**src/rtl/mmu_loader.sv**
```systemverilog
// Operand loader and result drainer for the 2x2 systolic multiplier.
// Its phases are LOAD, KICK, WAIT and DRAIN.
module mmu_loader #(
  parameter int DONE_MIN = 3,
  parameter int TIMEOUT  = 8
) (
  input  logic        clk,
  input  logic        rst,
  input  logic        in_valid,
  input  logic [7:0]  in_data,
  output logic        in_ready,
  output logic [31:0] mmu_a,
  output logic [31:0] mmu_b,
  output logic        mmu_rst,
  input  logic [31:0] mmu_c,
  input  logic        mmu_done,
  output logic        out_valid,
  output logic [7:0]  out_data,
  input  logic        out_ready,
  output logic        busy,
  output logic        err
);

  localparam int CW = $clog2(TIMEOUT + 1);

  typedef enum logic [1:0] {LOAD, KICK, WAIT, DRAIN} state_t;

  state_t          state_q, state_d;
  logic [2:0]      idx_q, idx_d;
  logic [CW-1:0]   cnt_q, cnt_d;
  logic [1:0]      drn_q, drn_d;
  logic [31:0]     a_q, a_d;
  logic [31:0]     b_q, b_d;
  logic [31:0]     res_q, res_d;
  logic            err_q, err_d;
  logic [7:0]      res_byte [4];
  logic            in_fire;
  logic            out_fire;
  logic            done_ok;

  genvar gi;
  generate
    for (gi = 0; gi < 4; gi++) begin : g_res_byte
      assign res_byte[gi] = res_q[8*gi +: 8];
    end
  endgenerate

  assign in_ready  = (state_q == LOAD);
  assign out_valid = (state_q == DRAIN);
  assign busy      = (state_q != LOAD);
  // The multiplier runs only while WAIT lasts. Reset keeps its cycle counter parked.
  assign mmu_rst   = (state_q != WAIT);
  assign mmu_a     = a_q;
  assign mmu_b     = b_q;
  assign err       = err_q;
  assign out_data  = res_byte[drn_q];

  assign in_fire  = in_valid & in_ready;
  assign out_fire = out_valid & out_ready;
  // The done flag survives the multiplier's reset, so it is ignored until it can be fresh.
  assign done_ok  = mmu_done && (cnt_q >= CW'(DONE_MIN));

  always_comb begin
    state_d = state_q;
    idx_d   = idx_q;
    cnt_d   = cnt_q;
    drn_d   = drn_q;
    a_d     = a_q;
    b_d     = b_q;
    res_d   = res_q;
    err_d   = err_q;
    unique case (state_q)
      LOAD: begin
        if (in_fire) begin
          if (idx_q == 3'd0) err_d = 1'b0;
          if (idx_q[2]) b_d[{idx_q[1:0], 3'b000} +: 8] = in_data;
          else          a_d[{idx_q[1:0], 3'b000} +: 8] = in_data;
          idx_d = idx_q + 3'd1;
          if (idx_q == 3'd7) state_d = KICK;
        end
      end
      KICK: begin
        cnt_d   = '0;
        state_d = WAIT;
      end
      WAIT: begin
        cnt_d = cnt_q + CW'(1);
        if (done_ok) begin
          res_d   = mmu_c;
          drn_d   = 2'd0;
          state_d = DRAIN;
        end else if (cnt_q == CW'(TIMEOUT)) begin
          err_d   = 1'b1;
          res_d   = '0;
          drn_d   = 2'd0;
          state_d = DRAIN;
        end
      end
      DRAIN: begin
        if (out_fire) begin
          drn_d = drn_q + 2'd1;
          if (drn_q == 2'd3) state_d = LOAD;
        end
      end
      default: state_d = LOAD;
    endcase
  end

  always_ff @(posedge clk) begin
    if (rst) begin
      state_q <= LOAD;
      idx_q   <= '0;
      cnt_q   <= '0;
      drn_q   <= '0;
      a_q     <= '0;
      b_q     <= '0;
      res_q   <= '0;
      err_q   <= 1'b0;
    end else begin
      state_q <= state_d;
      idx_q   <= idx_d;
      cnt_q   <= cnt_d;
      drn_q   <= drn_d;
      a_q     <= a_d;
      b_q     <= b_d;
      res_q   <= res_d;
      err_q   <= err_d;
    end
  end

endmodule

```
**config.mk**
```make
export PLATFORM = sky130hd
export DESIGN_NAME = mmu_loader
export DESIGN_NICKNAME = d
export VERILOG_FILES = /design/src/rtl/mmu_loader.sv
export SDC_FILE = /design/constraint.sdc
export NUM_CORES = 1
export LEC_CHECK = 0
export CORE_MARGIN = 10
export CORE_UTILIZATION = 30
export CTS_CLUSTER_SIZE = 20
export DETAILED_ROUTE_END_ITERATION = 7
export PLACE_DENSITY = 0.58
export SLEW_MARGIN = 15
export SYNTH_ARGS = -nofsm -noshare
export SYNTH_HDL_FRONTEND = slang
export SYNTH_SLANG_ARGS = --single-unit
```
**constraint.sdc**
```tcl
create_clock -name clk -period 1.8 [get_ports clk]
set_clock_uncertainty 0.05 [all_clocks]
set_input_delay 0.27 -clock clk [delete_from_list [all_inputs] [get_ports clk]]
set_output_delay 0.27 -clock clk [all_outputs]
set_load 0.005 [all_outputs]
```
After elaboration in Yosys (flattened, before gate mapping). Index checks and enable logic that the tools add are counted.

Shift-type cells: 2. Multiplexer cells: 24. Bitwise logic cells: 4. Add/sub/neg operators: 4. Reductions and logical operators: 15. Magnitude comparators: 2. Equal/unequal tests: 15.

Operators by type and width (count): bitwise mux 32 bit (2); two-way mux 32 bit (2); variable shift 8 x 7 -> 32 bit (first input constant) (1); indexed part select 8 x 7 -> 32 bit (1); two-way mux 2 bit (9); binary-select mux 8 bit (select 2 bit) (1); two-way mux 8 bit (2); inequality test 2 x 1 -> 1 bit (second input constant) (5); AND reduction 5 bit (2); nonzero test 2 bit (5); AND reduction 3 bit (3); one-hot mux 2 bit (4 select lines) (1); one-hot mux 4 bit (2 select lines) (1); negation 5 -> 7 bit (1); == test 2 bit (second input constant) (3); inequality test 2 bit (second input constant) (3); adder 4 x 1 -> 4 bit (second input constant) (1); == test 4 bit (second input constant) (1); greater-or-equal comparator 4 x 2 -> 1 bit (second input constant) (1); two-way mux 1 bit (4); one-hot mux 2 bit (2 select lines) (1); AND reduction 2 bit (2); adder 3 x 1 -> 3 bit (second input constant) (1); == test 3 bit (second input constant) (1); other kinds (11) (12).

Bits in registers: 108. Input port bits: 45. Logic and storage cells: 74.

Depth between registers and ports, before layout. Gate-level depths: netlist of run 1.

Depth after elaboration: 4. Depth in mapped cells: 7. Gate-level depth less buffers: 6.

Worst setup path after synthesis of run 1. OpenSTA, ideal clock, no wires.

Path kind: flip-flop to flip-flop. Start point: register idx_q[0]. End point: register b_q[22], in the netlist mmu_b[22]. Arrival: 1.780 ns. Period minus slack after synthesis: 1.901 ns. Library setup time: 0.070 ns. Cell stages (with the launch flop): 7. Setup slack: -0.101 ns. Required time: 1.680 ns. Path through: dfxtp_1 -> inv_2 -> ha_1 -> nor3b_2 -> buf_4 -> nand3_1 -> a21oi_1.

Cells in the longest elaborated chain, start to end: 3. Elaborated cells between the ends (all ways): 4. Those cells by class: 1 x add/sub; 2 x shift; 1 x mux.

RTL lines: from (decl) (line 29) `logic [2:0] idx_q, idx_d;`; from (signal assigned) (line 121) `idx_q <= idx_d;`; negation 5 -> 7 bit (*) (line 76) `if (idx_q[2]) b_d[{idx_q[1:0], 3'b000} +: 8] = in_data;`; indexed part select 8 x 7 -> 32 bit / variable shift 8 x 7 -> 32 bit (equally long branches) (line 76); bitwise mux 32 bit (*) (line 76); to (signal assigned) (line 116) `b_q <= '0;`; to (signal assigned) (line 125) `b_q <= b_d;`; to (decl) (line 33) `logic [31:0] b_q, b_d;`.

Mark *: on every way between the ends. The rest lies on a longest branch, timed or not. A chain may end at the register's enable or synchronous reset.

Final worst setup path of run 1.
Start point: register drn_q[1]. End point: output out_data[3].

Cells in the longest elaborated chain, start to end: 4.

RTL lines: from (decl) (line 31) `logic [1:0] drn_q, drn_d;`; from (signal assigned) (line 123) `drn_q <= drn_d;`; inverter 2 -> 3 bit (implied by the code) (line 56) `assign out_data = res_byte[drn_q];`; binary-select mux 8 bit (select 2 bit) (line 56); two-way mux 8 bit (implied by the code) (2 in series) (line 56); to (decl) (line 18) `output logic [7:0] out_data,`.

No other way between the ends. The select of a mux whose other input is x is not followed.

==> flow_summary_export.csv, run 1 <==
group,metric,value,unit
outcome,status,"complete, but fails checks",
outcome,violations,"negative setup slack",
yosys,yosys_most_used_dff,"dfxtp_1",
timing,hold_viol,0,
place,placedCellCount,785,
power_and_ir_drop,power_leakage,2.29,nW
setup_path,crit_path_end_kind,"output pin",
global_routing,grt_pass1_vias,4098,
clock_network,cts_hold_buffers,0,
yosys,syn_area_per_cell,9.21,um2
clock_network,cts_buffers,9,
detailed_routing,wire_per_inst,17.6,um
timing,finalSetupTns,-0.176,ns
clock_network,clk_latency,0.35,ns
timing,worst_slew_pin_slew,0.522,ns
flow_run,drv_cap,0,
clock_network,htreeDepth,3,
clock_network,tritoncts,"yes",
place,gp_congestion,0.867,
yosys,yosysSeqAreaShare,49.0,%
timing,rsz0062_at_grt,"yes",
layout,finalNetCount,681,
global_routing,grt_max_degree,37,
yosys,synth_fp_nets,538,
floorplanning,start_util,30.5,%
setup_path,setup.worst_path.class,"flip-flop to output pin",
yosys,synth_cells,479,
detailed_routing,antenna_left,0,
clock_network,cts_root_buffer,"clkbuf_16",
layout,areaGrowthSynthToFinish,47.2,%
setup_path,cp_max_fo,7,
yosys,ys_ff_latch,108,
clock_network,clock-sinks,108,
yosys,synth_cell_types,41,
timing,drv_slew,0,
timing,max_clock_freq,0.528,GHz
floorplanning,die_x,141,um
global_routing,antenna_found_initial,0,
yosys,synth_edf_count,0,
timing,holdWs,0.250,ns
global_routing,overflow,0,
timing,final.period_utilization,105,%
floorplanning,fp-row-count,44,
floorplanning,pin_count,122,
floorplanning,die_area,19900,um2
setup_path,worstRegToRegCells,8,
place,dpl.hpwl,10.0,mm
timing,report.final.setup_viol,2,
global_routing,grt_util_all_layers,13.8,%
timing,setup_ws,-0.0934,ns
floorplanning,fp.dieH,141,um
min_path,min_path_type,"primary input to flip-flop",
setup_path,cp-start-kind,"flip-flop",
setup_path,worstPathRequired,1.48,ns
yosys,yosys_warnings,0,
layout,diodes,0,
power_and_ir_drop,ir_worst_vdd,473,uV
yosys,async_flop_share,0,%
clock_network,clockBufferDepth,2,
power_and_ir_drop,power_density,767,nW/um2
layout,final_common_cell,"clkdlybuf4s50_1",
detailed_routing,vias,4064,
yosys,netlist_area,4410,um2
clock_network,path_clk_slew,0.07,ns
place,portBuffers,121,
setup_path,worstPathArrival,1.57,ns
layout,final_cell_mix,"109 x clkdlybuf4s50_1, 101 x dfxtp_1, 78 x nand2_1",
detailed_routing,vias_per_cell,5.01,
detailed_routing,wl,14.3,mm
global_routing,grt_pass1_wl,22.2,mm
detailed_routing,first_pass_iters,4,
timing,min_period,1.89,ns
detailed_routing,drt_iter0_markers,157,
timing,slew_headroom,65.1,%
min_path,hold_depth,2,
layout,stdcell_count,811,
layout,drive_above_1_share,17.4,%
floorplanning,coreArea,14500,um2
layout,final_core_util,44.8,%
detailed_routing,drc_errors,0,
## Yosys cell counts (2+ instances only)
cell type / count / area share [%]
nand2_1: 78 / 6.6
nand3_1: 72 / 8.2
nor3b_4: 2 / 0.85
buf_1: 2 / 0.17
inv_2: 2 / 0.17
dfxtp_1: 108 / 49
nor2b_1: 2 / 0.28
o21a_1: 2 / 0.34
a22o_1: 33 / 6.6
a21oi_1: 71 / 8.1
nor3_1: 5 / 0.57
ha_1: 14 / 4.0
nand2b_1: 2 / 0.28
inv_1: 9 / 0.77
buf_2: 9 / 1.0
nand4_1: 4 / 0.57
clkbuf_1: 17 / 1.4
mux4_2: 8 / 4.1
o21ai_0: 4 / 0.45
nor2_1: 11 / 0.94
buf_6: 4 / 1.0
## report_power, final
group / switching, mW / internal, mW
registers: 0.0120 / 2.40
logic: 0.253 / 0.209
clock network: 0.985 / 1.12
total: 1.25 / 3.73
## registers in the layout, indices dropped and copies added, names as in the netlist
signal / count
cnt_q: 4
mmu_b: 32
drn_q: 2
mmu_a: 32
err: 1
idx_q: 3
state_q: 2
res_q: 32
## layer usage
| layer | part of all wire, % | global-route usage [%] | vias to the layer above |
|---|---|---|---|
| met5 | 0 | 0 | - |
| met4 | 1.5 | 4.29 | 0 |
| met3 | 10 | 5.88 | 15 |
| met2 | 45 | 21.0 | 154 |
| met1 | 43 | 17.3 | 1908 |
| li1 | - | - | 1987 |
## cell families (layout without fill, tap and decap cells)
logic type	count (synthesis)	after routing	share of synthesized area [%]
fa+ha+maj	14	14	3.97
compound gates	120	121	17.7
mux	9	9	4.31
simple gates	182	182	19.8
xor+xnor	1	1	0.199
flops	108	108	49.0
buf+inv	45	192	4.91
## repair_timing
| item | CTS | global route |
|---|---|---|
| gates cloned | 0 | 1 |
| pin swaps | 22 | 2 |
| gates resized for setup | 50 | 13 |
| setup buffers | 5 | 4 |
| endpoints found under the setup margin | 48 | 69 |
## final cells by class
cell class	instances	area, um2
Inverter	12	47.5
Multi-Input combinational cell	327	2130
Tap cell	184	230
Clock inverter	7	88.8
Clock buffer	9	225
Sequential cell	108	2180
Timing Repair Buffer	164	1600
Fill cell	1367	7990
## critical path, stage by stage, from the launching register on
cell     delay, ns
dfxtp_2       0.36
buf_12        0.13
buf_6         0.10
mux4_2        0.49
buf_6         0.13
## final timing paths
| check | startpoint | end | slack [ns] |
|---|---|---|---|
| worst max register to register | cnt_q[1] | state_q[0] | 0.10 |
| worst min-delay path | rst | cnt_q[2] | 0.25 |
| worst min register to register | mmu_a[27] | mmu_a[27] | 0.41 |
| worst max-delay path | drn_q[1] | out_data[3] | -0.09 |
## stage by stage
step / worst slack (ns) / total power, mW / instance area, um2
6_report: -0.0934 / 4.98 / 6490
5_1_grt: -0.143 / 5.15 / 6490
4_1_cts: -0.170 / 5.02 / 6380
3_5_place_dp: -0.302 / 2.91 / 6000
3_3_place_gp: -0.267 / 2.91 / 6000
2_1_floorplan: 0.0476 / 2.69 / 4420
Power figures use the tool's default switching activity.
==> inputs of run 2 (changes only) <==
Settings changed: CORE_UTILIZATION 30 to 43, PLACE_DENSITY 0.58 to 0.76.
==> flow_summary_export.csv, run 2 (synthesized netlist as in run 1, its figures left out) <==
group,metric,value,unit
outcome,status,"complete, but fails checks",
outcome,violations,"negative setup slack",
floorplanning,pin_count,122,
setup_path,startpoint,"drn_q[1]",
floorplanning,fp-row-count,36,
layout,areaGrowthSynthToFinish,40.7,%
timing,rsz0062_at_grt,"yes",
setup_path,worstRegToRegCells,6,
detailed_routing,antenna_left,0,
global_routing,grt_max_degree,70,
power_and_ir_drop,power_density,697,nW/um2
clock_network,cts_root_buffer,"clkbuf_8",
timing,drv_slew,0,
setup_path,setup.worst_path.class,"flip-flop to output pin",
detailed_routing,wire_per_inst,18.0,um
layout,fillers,797,
layout,drive_above_1_share,17.1,%
clock_network,cts_buffers,9,
place,portBuffers,121,
floorplanning,die_x,121,um
detailed_routing,first_pass_iters,4,
timing,slew_headroom,69.8,%
layout,register_area,2180,um2
timing,final.period_utilization,100,%
global_routing,overflow,0,
detailed_routing,vias,4057,
setup_path,cp_max_fo,8,
timing,worst_slew_pin_slew,0.452,ns
setup_path,worstPathRequired,1.48,ns
timing,holdWs,0.202,ns
flow_run,drv_cap,0,
setup_path,worstPathArrival,1.48,ns
clock_network,htreeDepth,3,
power_and_ir_drop,p_clk_share,33.0,%
clock_network,path_clk_slew,0.11,ns
setup_path,cp-start-kind,"flip-flop",
floorplanning,fp.dieH,121,um
power_and_ir_drop,internal-power,3.17,mW
setup_path,r2r_slack,0.07,ns
layout,stdcell_count,746,
layout,diodes,0,
setup_path,crit_path_end_kind,"output pin",
clock_network,tritoncts,"yes",
layout,multi_input_area,2150,um2
setup_path,worstSetupEndpoint,"out_data[0]",
setup_path,r2r_end,"res_q[13]",
global_routing,grt_pass1_wl,21.1,mm
power_and_ir_drop,p_seq_share,55.8,%
detailed_routing,drc_errors,0,
layout,final_cell_mix,"109 x clkdlybuf4s50_1, 100 x dfxtp_1, 77 x nand2_1",
detailed_routing,wl,13.4,mm
clock_network,clk_latency,0.37,ns
place,gp_congestion,0.876,
clock_network,clock-sinks,108,
timing,min_period,1.80,ns
place,placedCellCount,727,
floorplanning,start_util,44.7,%
power_and_ir_drop,pwr-share-comb,11.2,%
power_and_ir_drop,switching_share,26.8,%
detailed_routing,drt_iter0_markers,306,
setup_path,r2r_start,"cnt_q[0]",
timing,report.final.setup_viol,2,
global_routing,grt_pass1_vias,4124,
power_and_ir_drop,power_leakage,2.17,nW
timing,setup_ws,-0.00323,ns
layout,finalNetCount,667,
global_routing,antenna_found_initial,0,
detailed_routing,vias_per_cell,5.44,
place,dpl.hpwl,9.55,mm
layout,final_common_cell,"clkdlybuf4s50_1",
floorplanning,die_area,14700,um2
timing,hold_viol,0,
min_path,min_path_type,"primary input to flip-flop",
power_and_ir_drop,ir_worst_vdd,456,uV
clock_network,clockBufferDepth,2,
timing,max_clock_freq,0.555,GHz
power_and_ir_drop,p_sw,1.16,mW
floorplanning,coreArea,9860,um2
global_routing,grt_util_all_layers,17.6,%
[run 2: cell count changes in the layout (fill, tap and decap cells not counted), sizes merged]
cell | previous run | this run
buf | 52 | 39
a21oi | 73 | 72
bufinv | 1 | 0
clkinv | 1 | 2
clkinvlp | 1 | 0
inv | 16 | 17
[run 2: worst max-delay path, cell delays in order (launching register included)]
cell and delay [ns]:
dfxtp_2 0.35, buf_12 0.13, mux4_2 0.49, buf_2 0.14
[run 2: power groups by stage]
| stage | sequential, mW | combinational (mW) | clock [mW] |
|---|---|---|---|
| 2_1_floorplan | 2.47 | 0.216 | 0 |
| 3_3_place_gp | 2.47 | 0.446 | 0 |
| 3_5_place_dp | 2.47 | 0.455 | 0 |
| 4_1_cts | 2.42 | 0.462 | 1.45 |
| 5_1_grt | 2.42 | 0.521 | 1.54 |
| 6_report | 2.41 | 0.485 | 1.43 |
[run 2: layout make-up]
cell class / instances / area share, %
sequential: 108 / 35.1
clock buffer: 9 / 2.00
multi-input combinational: 326 / 34.7
inverter: 12 / 0.806
timing repair buffer: 151 / 23.7
clock inverter: 7 / 1.01
tap: 133 / 2.68
[run 2: per-stage QoR]
stage	worst slack, ns	setup TNS, ns	utilization [%]	power, mW	area [um2]
finish	-0.00323	-0.00431	62.9	4.33	6210
global route	-0.0647	-0.297	62.9	4.48	6210
CTS	-0.0258	-0.0953	62.1	4.32	6120
detailed placement	0.00970	0	59.9	2.93	5910
global placement	0.0396	0	59.9	2.92	5910
floorplan	0.0476	0	-	2.69	4420
[run 2: worst min path at each step]
stage                         start        end  slack [ns]  cells past startpoint
after floorplan            mmu_c[0]   res_q[0]        0.35                      1
after global placement    mmu_a[14]  mmu_a[14]        0.39                      2
after detailed placement  mmu_a[30]  mmu_a[30]        0.40                      2
after CTS                       rst   cnt_q[2]        0.18                      2
after global routing            rst   cnt_q[0]        0.21                      2
final                           rst   cnt_q[2]        0.20                      2
[run 2: layer usage]
metal,wire length [um],up-vias,global-route usage (%),part of all wire (%)
met3,1140,19,5.63,8.5
met1,5680,1923,21.6,42
met5,0,-,0,0
li1,-,1961,-,-
met4,172,0,4.99,1.3
met2,6400,154,29.1,48
[run 2: timing repair]
| item | CTS | global route |
|---|---|---|
| setup buffers | 3 | 0 |
| hold buffers | 0 | 0 |
| endpoints found under the setup margin | 50 | 93 |
| pin swaps | 0 | 4 |
| resized for setup | 50 | 23 |
